[src/rtl/round_sequencer.sv]
// Round/lives/level sequencer for a frogger-style game: one-second prescaler,
// IDLE/PLAY/DIE/LVLUP/WIN/OVER FSM. Define ROUND_TIMEOUT_EN to enable the per-life timeout.
module round_sequencer #(
  parameter int CLK_DIV     = 100000000,
  parameter int ROUND_SECS  = 30,
  parameter int PAUSE_SECS  = 2,
  parameter int GOAL_Y      = 90,
  parameter int NUM_LEVELS  = 5,
  parameter int START_LIVES = 4
) (
  input  logic       clk_in,
  input  logic       reset_in,
  input  logic       start_i,
  input  logic       collision_i,
  input  logic [8:0] frog_y,
  output logic       respawn_o,
  output logic       freeze_o,
  output logic [2:0] level_o,
  output logic [2:0] lives_o,
  output logic [5:0] time_left_o,
  output logic [2:0] state_o,
  output logic       gameover_o,
  output logic       gamewin_o
);
  localparam logic [2:0] S_IDLE  = 3'd0;
  localparam logic [2:0] S_PLAY  = 3'd1;
  localparam logic [2:0] S_DIE   = 3'd2;
  localparam logic [2:0] S_LVLUP = 3'd3;
  localparam logic [2:0] S_WIN   = 3'd4;
  localparam logic [2:0] S_OVER  = 3'd5;

  localparam int CW = $clog2(CLK_DIV + 1);
  localparam int PW = $clog2(PAUSE_SECS + 1);

  logic [CW-1:0] div_cnt;
  logic [PW-1:0] pause_cnt;
  logic [2:0]    state, nxt_state, nxt_level, nxt_lives;
  logic [5:0]    nxt_time;
  logic          start_q, start_rise, goal, tick, lose;

  assign tick       = (div_cnt == CW'(CLK_DIV - 1));
  assign start_rise = start_i & ~start_q;
  assign goal       = (frog_y <= 9'(GOAL_Y));
  assign state_o    = state;

  always_comb begin
    nxt_state = state;
    nxt_level = level_o;
    nxt_lives = lives_o;
    nxt_time  = time_left_o;
    lose      = 1'b0;
    case (state)
      S_IDLE:
        if (start_rise) begin
          nxt_state = S_PLAY;
          nxt_level = 3'd0;
          nxt_lives = 3'(START_LIVES);
          nxt_time  = 6'(ROUND_SECS);
        end
      S_PLAY:
        // goal outranks collision, which outranks timeout
        if (goal) begin
          if (level_o < 3'(NUM_LEVELS - 1)) begin
            nxt_state = S_LVLUP;
            nxt_level = level_o + 3'd1;
            nxt_lives = 3'(START_LIVES);
          end else begin
            nxt_state = S_WIN;
          end
        end else if (collision_i) begin
          lose = 1'b1;
        end
`ifdef ROUND_TIMEOUT_EN
        else if (tick) begin
          if (time_left_o <= 6'd1) begin
            nxt_time = 6'd0;
            lose     = 1'b1;
          end else begin
            nxt_time = time_left_o - 6'd1;
          end
        end
`endif
      S_DIE, S_LVLUP:
        if (tick && pause_cnt == PW'(PAUSE_SECS - 1)) begin
          nxt_state = S_PLAY;
          nxt_time  = 6'(ROUND_SECS);
        end
      S_WIN, S_OVER:
        if (start_rise) nxt_state = S_IDLE;
      default: nxt_state = S_IDLE;
    endcase
    if (lose) begin
      nxt_lives = (lives_o == 3'd0) ? 3'd0 : lives_o - 3'd1;
      nxt_state = (lives_o <= 3'd1) ? S_OVER : S_DIE;
    end
  end

  always_ff @(posedge clk_in or posedge reset_in) begin
    if (reset_in) begin
      state       <= S_IDLE;
      level_o     <= 3'd0;
      lives_o     <= 3'(START_LIVES);
      time_left_o <= 6'(ROUND_SECS);
      respawn_o   <= 1'b0;
      freeze_o    <= 1'b1;
      gameover_o  <= 1'b0;
      gamewin_o   <= 1'b0;
      div_cnt     <= '0;
      pause_cnt   <= '0;
      start_q     <= 1'b0;
    end else begin
      state       <= nxt_state;
      level_o     <= nxt_level;
      lives_o     <= nxt_lives;
      time_left_o <= nxt_time;
      respawn_o   <= (nxt_state == S_PLAY) && (state != S_PLAY);
      freeze_o    <= (nxt_state != S_PLAY);
      gameover_o  <= (nxt_state == S_OVER);
      gamewin_o   <= (nxt_state == S_WIN);
      start_q     <= start_i;
      // every state entry restarts the second and pause timing
      if (nxt_state != state) begin
        div_cnt   <= '0;
        pause_cnt <= '0;
      end else begin
        div_cnt <= tick ? '0 : div_cnt + CW'(1);
        if (tick) pause_cnt <= pause_cnt + PW'(1);
      end
    end
  end
endmodule

[config.mk]
export PLATFORM = sky130hd
export DESIGN_NAME = round_sequencer
export DESIGN_NICKNAME = d
export VERILOG_FILES = /design/src/rtl/round_sequencer.sv
export SDC_FILE = /design/constraint.sdc
export NUM_CORES = 1
export LEC_CHECK = 0
export CORE_ASPECT_RATIO = 0.9
export CORE_MARGIN = 2
export CORE_UTILIZATION = 35
export DETAILED_ROUTE_END_ITERATION = 8
export MAX_ROUTING_LAYER = met4
export PLACE_DENSITY = 0.58
export SLEW_MARGIN = 30
export SYNTH_ARGS = -nofsm -noshare
export SYNTH_HDL_FRONTEND = slang
export SYNTH_SLANG_ARGS = --single-unit
[constraint.sdc]
create_clock -name clk_in -period 5 [get_ports clk_in]
set_clock_uncertainty 0.1 [all_clocks]
set_input_delay 1 -clock clk_in [delete_from_list [all_inputs] [get_ports clk_in]]
set_output_delay 1 -clock clk_in [all_outputs]
set_load 0.02 [all_outputs]
Word level (Yosys, flattened, before mapping)
Cells that the tools add are included.
{"block": "op_classes", "addsub": 4, "magnitude_cmp": 3, "eq_ne": 20, "mux": 28, "bitwise_logic": 2, "n_reduce_logical": 13}
{"cell": "27-bit two-way mux", "count": 2}
{"cell": "3-bit two-way mux", "count": 15}
{"cell": "27-bit by 1-bit adder with 27-bit output, second input constant", "count": 1}
{"cell": "27-bit == test, second input constant", "count": 1}
{"cell": "3-bit == test, second input constant", "count": 4}
{"cell": "6-bit two-way mux", "count": 2}
{"cell": "3-bit one-hot mux with 2 select lines", "count": 2}
{"cell": "3-bit one-hot mux with 4 select lines", "count": 1}
{"cell": "6-bit one-hot mux with 2 select lines", "count": 1}
{"cell": "9-bit by 7-bit less-or-equal comparator with 1-bit output, second input constant", "count": 1}
{"cell": "3-bit inequality test, second input constant", "count": 3}
{"cell": "2-bit inequality test, second input constant", "count": 4}
{"cell": "4-bit AND reduction", "count": 2}
{"cell": "3-bit by 1-bit == test with 1-bit output, second input constant", "count": 2}
{"cell": "3-bit by 2-bit == test with 1-bit output, second input constant", "count": 2}
{"cell": "3-bit zero test", "count": 2}
{"cell": "3-bit by 1-bit inequality test with 1-bit output, second input constant", "count": 2}
{"cell": "2-bit nonzero test", "count": 3}
{"cell": "2-bit two-way mux", "count": 2}
{"cell": "2-bit OR reduction", "count": 2}
{"cell": "3-bit by 1-bit adder with 3-bit output, second input constant", "count": 1}
{"cell": "3-bit by 1-bit less-or-equal comparator with 1-bit output, second input constant", "count": 1}
{"cell": "3-bit less-than comparator, second input constant", "count": 1}
{"cell": "1-bit two-way mux", "count": 3}
{"cell": "other kinds (9)", "count": 10}
{"block": "totals", "reg_bits": 49, "inputBits": 13, "output_inout_bits": 19, "elab_cells": 81}

Depth between registers and ports, before layout
{"block": "logic_depth", "word_depth": 7, "mapped_depth": 9, "mapped_depth_nobuf": 7}

Worst setup path before layout
OpenSTA, ideal clock, no wires.
{"block": "synth_timing", "path_type": "input port to flip-flop", "startpoint": "input frog_y[1]", "endpoint": "register div_cnt[10]", "setup_ps": 86, "arrival_ps": 2378, "t_required_ps": 4814, "setup_slack_ps": 2436, "path_stages": 8, "cell_sequence": "a21oi_1 -> o211ai_1 -> nand2_1 -> a31oi_1 -> a21oi_2 -> buf_4 -> buf_6 -> nor3_1"}
{"block": "synth_between", "elab_chain_len": 6}
{"item": "from (decl)", "line": "15", "text": "input logic [8:0] frog_y,"}
{"item": "9-bit by 7-bit less-or-equal comparator with 1-bit output (*)", "line": "43", "text": "assign goal = (frog_y <= 9'(GOAL_Y));"}
{"item": "3-bit two-way mux or 1-bit two-way mux (tied branches)", "line": "62", "text": "if (goal) begin"}
{"item": "3-bit one-hot mux with 4 select lines or 1-bit two-way mux (tied branches)", "line": "52", "text": "case (state)"}
{"item": "3-bit two-way mux (*)", "line": "92", "text": "if (lose) begin"}
{"item": "3-bit inequality test (*)", "line": "122", "text": "if (nxt_state != state) begin"}
{"item": "27-bit two-way mux (*)", "line": "122"}
{"item": "to (signal assigned)", "line": "126", "text": "div_cnt <= tick ? '0 : div_cnt + CW'(1);"}
{"item": "to (decl)", "line": "35", "text": "logic [CW-1:0] div_cnt;"}
Mark *: on every way between the ends. The rest lies on a longest branch, timed or not.
A chain may end at the register's enable or synchronous reset.

Final worst setup path
{"block": "layout_timing", "startpoint": "input frog_y[6]", "endpoint": "register div_cnt[8]"}
The elaborated chain is that of the path after synthesis.

==> run_results.csv <==
group,metric,value,unit
status,status,"completed",
detailed_routing,postRouteAntennaNets,0,
placed_design,place.gp.congestion,0.822,
final_layout,stdcell_count,370,
placed_design,dp_cells,363,
setup_path,rrSetupSlack,2.73,ns
power,power_leakage,1.20,nW
placed_design,dp_worst_setup_slack,1.59,ns
timing,finalMaxSlewViolations,0,
setup_path,crit_arrival,3.22,ns
global_routing,antenna_found_initial,0,
cts,clock_path_buffers,2,
setup_path,crit_type,"primary input to flop",
global_routing,grt_util_met1,21.2,%
setup_path,cp-end-kind,"flop",
floorplanning,rows,29,
timing,relSlewSlack,51.4,%
global_routing,gr-usage-met3,1.90,%
yosys,yosys_warnings,0,
yosys,synth.distinct_cells,55,
timing,setup_ws,1.86,ns
cts,cts-hold-fix-buffers,0,
setup_path,crit_end,"div_cnt[8]",
timing,fmax,318,MHz
floorplanning,coreArea,6970,µm²
setup_path,cp-start-kind,"primary input",
yosys,synthCells,256,
yosys,synthFlopType,"dfrtp_1",
flow_run,maxCapViolCount,0,
setup_path,cp.required,5.08,ns
yosys,synth.top_cell.area_share,41.2,%
detailed_routing,wl_per_cell,13.7,µm
hold_path,min_path_type,"flop to flop",
detailed_routing,dr.pass1.iters,4,
detailed_routing,vias,1924,
setup_path,r2r-start,"div_cnt[0]",
global_routing,grt.busiest_layer,"met1",
timing,tightest_slew,0.723,ns
global_routing,grt_pass1_wl,8.87,mm
final_layout,fin_nets,295,
yosys,yosysSeqAreaShare,43.3,%
timing,setup_violations,0,
detailed_routing,vias_per_cell,5.20,
power,p_per_area,210,nW/µm²
yosys,synth_area,2490,µm²
placed_design,hpwl,3.52,mm
floorplanning,die_h,84.0,µm
global_routing,grt_pass1_vias,1812,
detailed_routing,drt_iter0_drc,118,
floorplanning,die_width,92.9,µm
timing,fin_crit_sh,62.8,%
timing,fin_tns_setup,0,ns
setup_path,setup.worst_path.start,"frog_y[6]",
cts,cts_setup_buffers,0,
cts,cts.clk_slew.worst_paths,0.08,ns
final_layout,antenna_cells,0,
cts,clock-sinks,43,
final_layout,layout_commonest_cell,"dfrtp_1",
setup_path,cp_max_fo,29,
final_layout,final_cell_mix,"dfrtp_1 (41), clkdlybuf4s50_1 (25), nor4_1 (21)",
power,total_power,0.000602,W
final_layout,drive_above_1_share,10.1,%
cts,cts_tree,"yes",
detailed_routing,drt_drc_violations_left,0,
final_layout,area_growth,15.1,%
setup_path,reg2reg_to,"respawn_o",
yosys,async_flop_share,100,%
cts,htreeDepth,2,
timing,rsz0062_at_grt,"false",
yosys,postSynthAreaPerCell,9.73,µm²
yosys,yosys.area.top_type,"dfrtp_1",
global_routing,gr-usage-all-layers,14.3,%
timing,period_needed,3.14,ns
cts,cts_root_buf,"clkbuf_8",
cts,ctsResizeCount,0,
placed_design,io_buffers,25,
yosys,synth.top_cells.by_area,"dfrtp_1 (41%), nor4_1 (5.3%), xnor2_1 (5.3%), xor2_1 (3.5%), nor3_1 (3.0%)",
yosys,synth_edf_count,0,
detailed_routing,routed_wl,5.08,mm
power,vdd_ir_drop_max,0.000100,V
floorplanning,io_pins,32,
yosys,yosys_register_bits,43,
cts,worstSkewPairLatency,0.28,ns
cts,cts_made_buffers,5,
timing,hold_viol,0,
global_routing,grt_max_degree,44,
floorplanning,start_util,35.7,%
global_routing,grt-ovfl-total,0,
floorplanning,die_area,7810,µm²
setup_path,reg2reg_depth,7,
global_routing,met2_usage,20.8,%
## cells in the mapped netlist, drive strengths merged, types with 5 or more instances
cell / number
dfrtp: 41
nor4: 23
nand2: 20
nor2: 17
nor3: 17
buf: 15
xnor2: 15
nand3: 14
inv: 10
xor2: 10
nand4: 8
a21oi: 6
and3: 6
ha: 5
o21ai: 5
## report_power, final
part           switching (W)  internal (W)  leakage [nW]
clock               0.000113      0.000109        0.0470
combinational      0.0000176     0.0000126         0.579
sequential        0.00000120      0.000349         0.570
total               0.000132      0.000470          1.20
## per-layer routing
layer,vias to the layer above,wire length (µm)
li1,948,-
met5,-,0
met2,25,2290
met1,949,2670
met3,2,97
met4,0,30
## worst min-delay path by stage
stage | start | endpoint | slack [ns] | cells past startpoint
floorplan | div_cnt[0] | div_cnt[0] | 0.37 | 1
global placement | div_cnt[0] | div_cnt[0] | 0.40 | 1
detailed placement | div_cnt[0] | div_cnt[0] | 0.40 | 1
CTS | div_cnt[0] | div_cnt[0] | 0.41 | 1
global route | div_cnt[0] | div_cnt[0] | 0.42 | 1
finish | div_cnt[0] | div_cnt[0] | 0.40 | 1
## cell type report
cell class	instances	area, µm²
well taps	93	116
clock inverters	1	5.00
clock buffers	6	82.6
repair buffers	29	280
multi-input cells	188	1270
inverters	10	37.5
flip-flops and latches	43	1080
fillers	702	4100
## registers in the layout, indices dropped and copies added, names as in the netlist
signal / cells
respawn_o: 1
div_cnt: 27
start_q: 1
lives_o: 3
level_o: 3
pause_cnt: 2
gameover_o: 1
freeze_o: 1
state_o: 3
gamewin_o: 1
## logic make-up (layout without fill, tap and decap cells)
| group | Yosys count | after routing | share of synthesized area (%) |
|---|---|---|---|
| muxes | 2 | 2 | 0.804 |
| adders and majority gates | 5 | 5 | 2.51 |
| other | 2 | 6 | 0.302 |
| DFF | 43 | 43 | 43.3 |
| AOI/OAI and AO/OA | 26 | 26 | 8.14 |
| and+or+nand+nor | 124 | 124 | 29.7 |
| buffers and inverters | 29 | 46 | 6.43 |
| xor gates and xnor gates | 25 | 25 | 8.79 |
## through the flow
| step | cell area [µm²] | utilization, % | hold slack [ns] |
|---|---|---|---|
| detailed placement | 2780 | 39.9 | 0.398 |
| floorplan | 2500 | - | 0.367 |
| CTS | 2870 | 41.1 | 0.410 |
| global route | 2870 | 41.1 | 0.417 |
| finish | 2870 | 41.1 | 0.402 |
| global placement | 2780 | 39.9 | 0.396 |
## worst max-delay path: stages
cell and delay [ns]:
clkdlybuf4s50_1 0.54, nand3_1 0.09, o211ai_1 0.45, nand2_1 0.29
a31oi_1 0.27, a21oi_2 0.04, buf_4 0.23, nor4_1 0.30
Power figures use the tool's default switching activity.
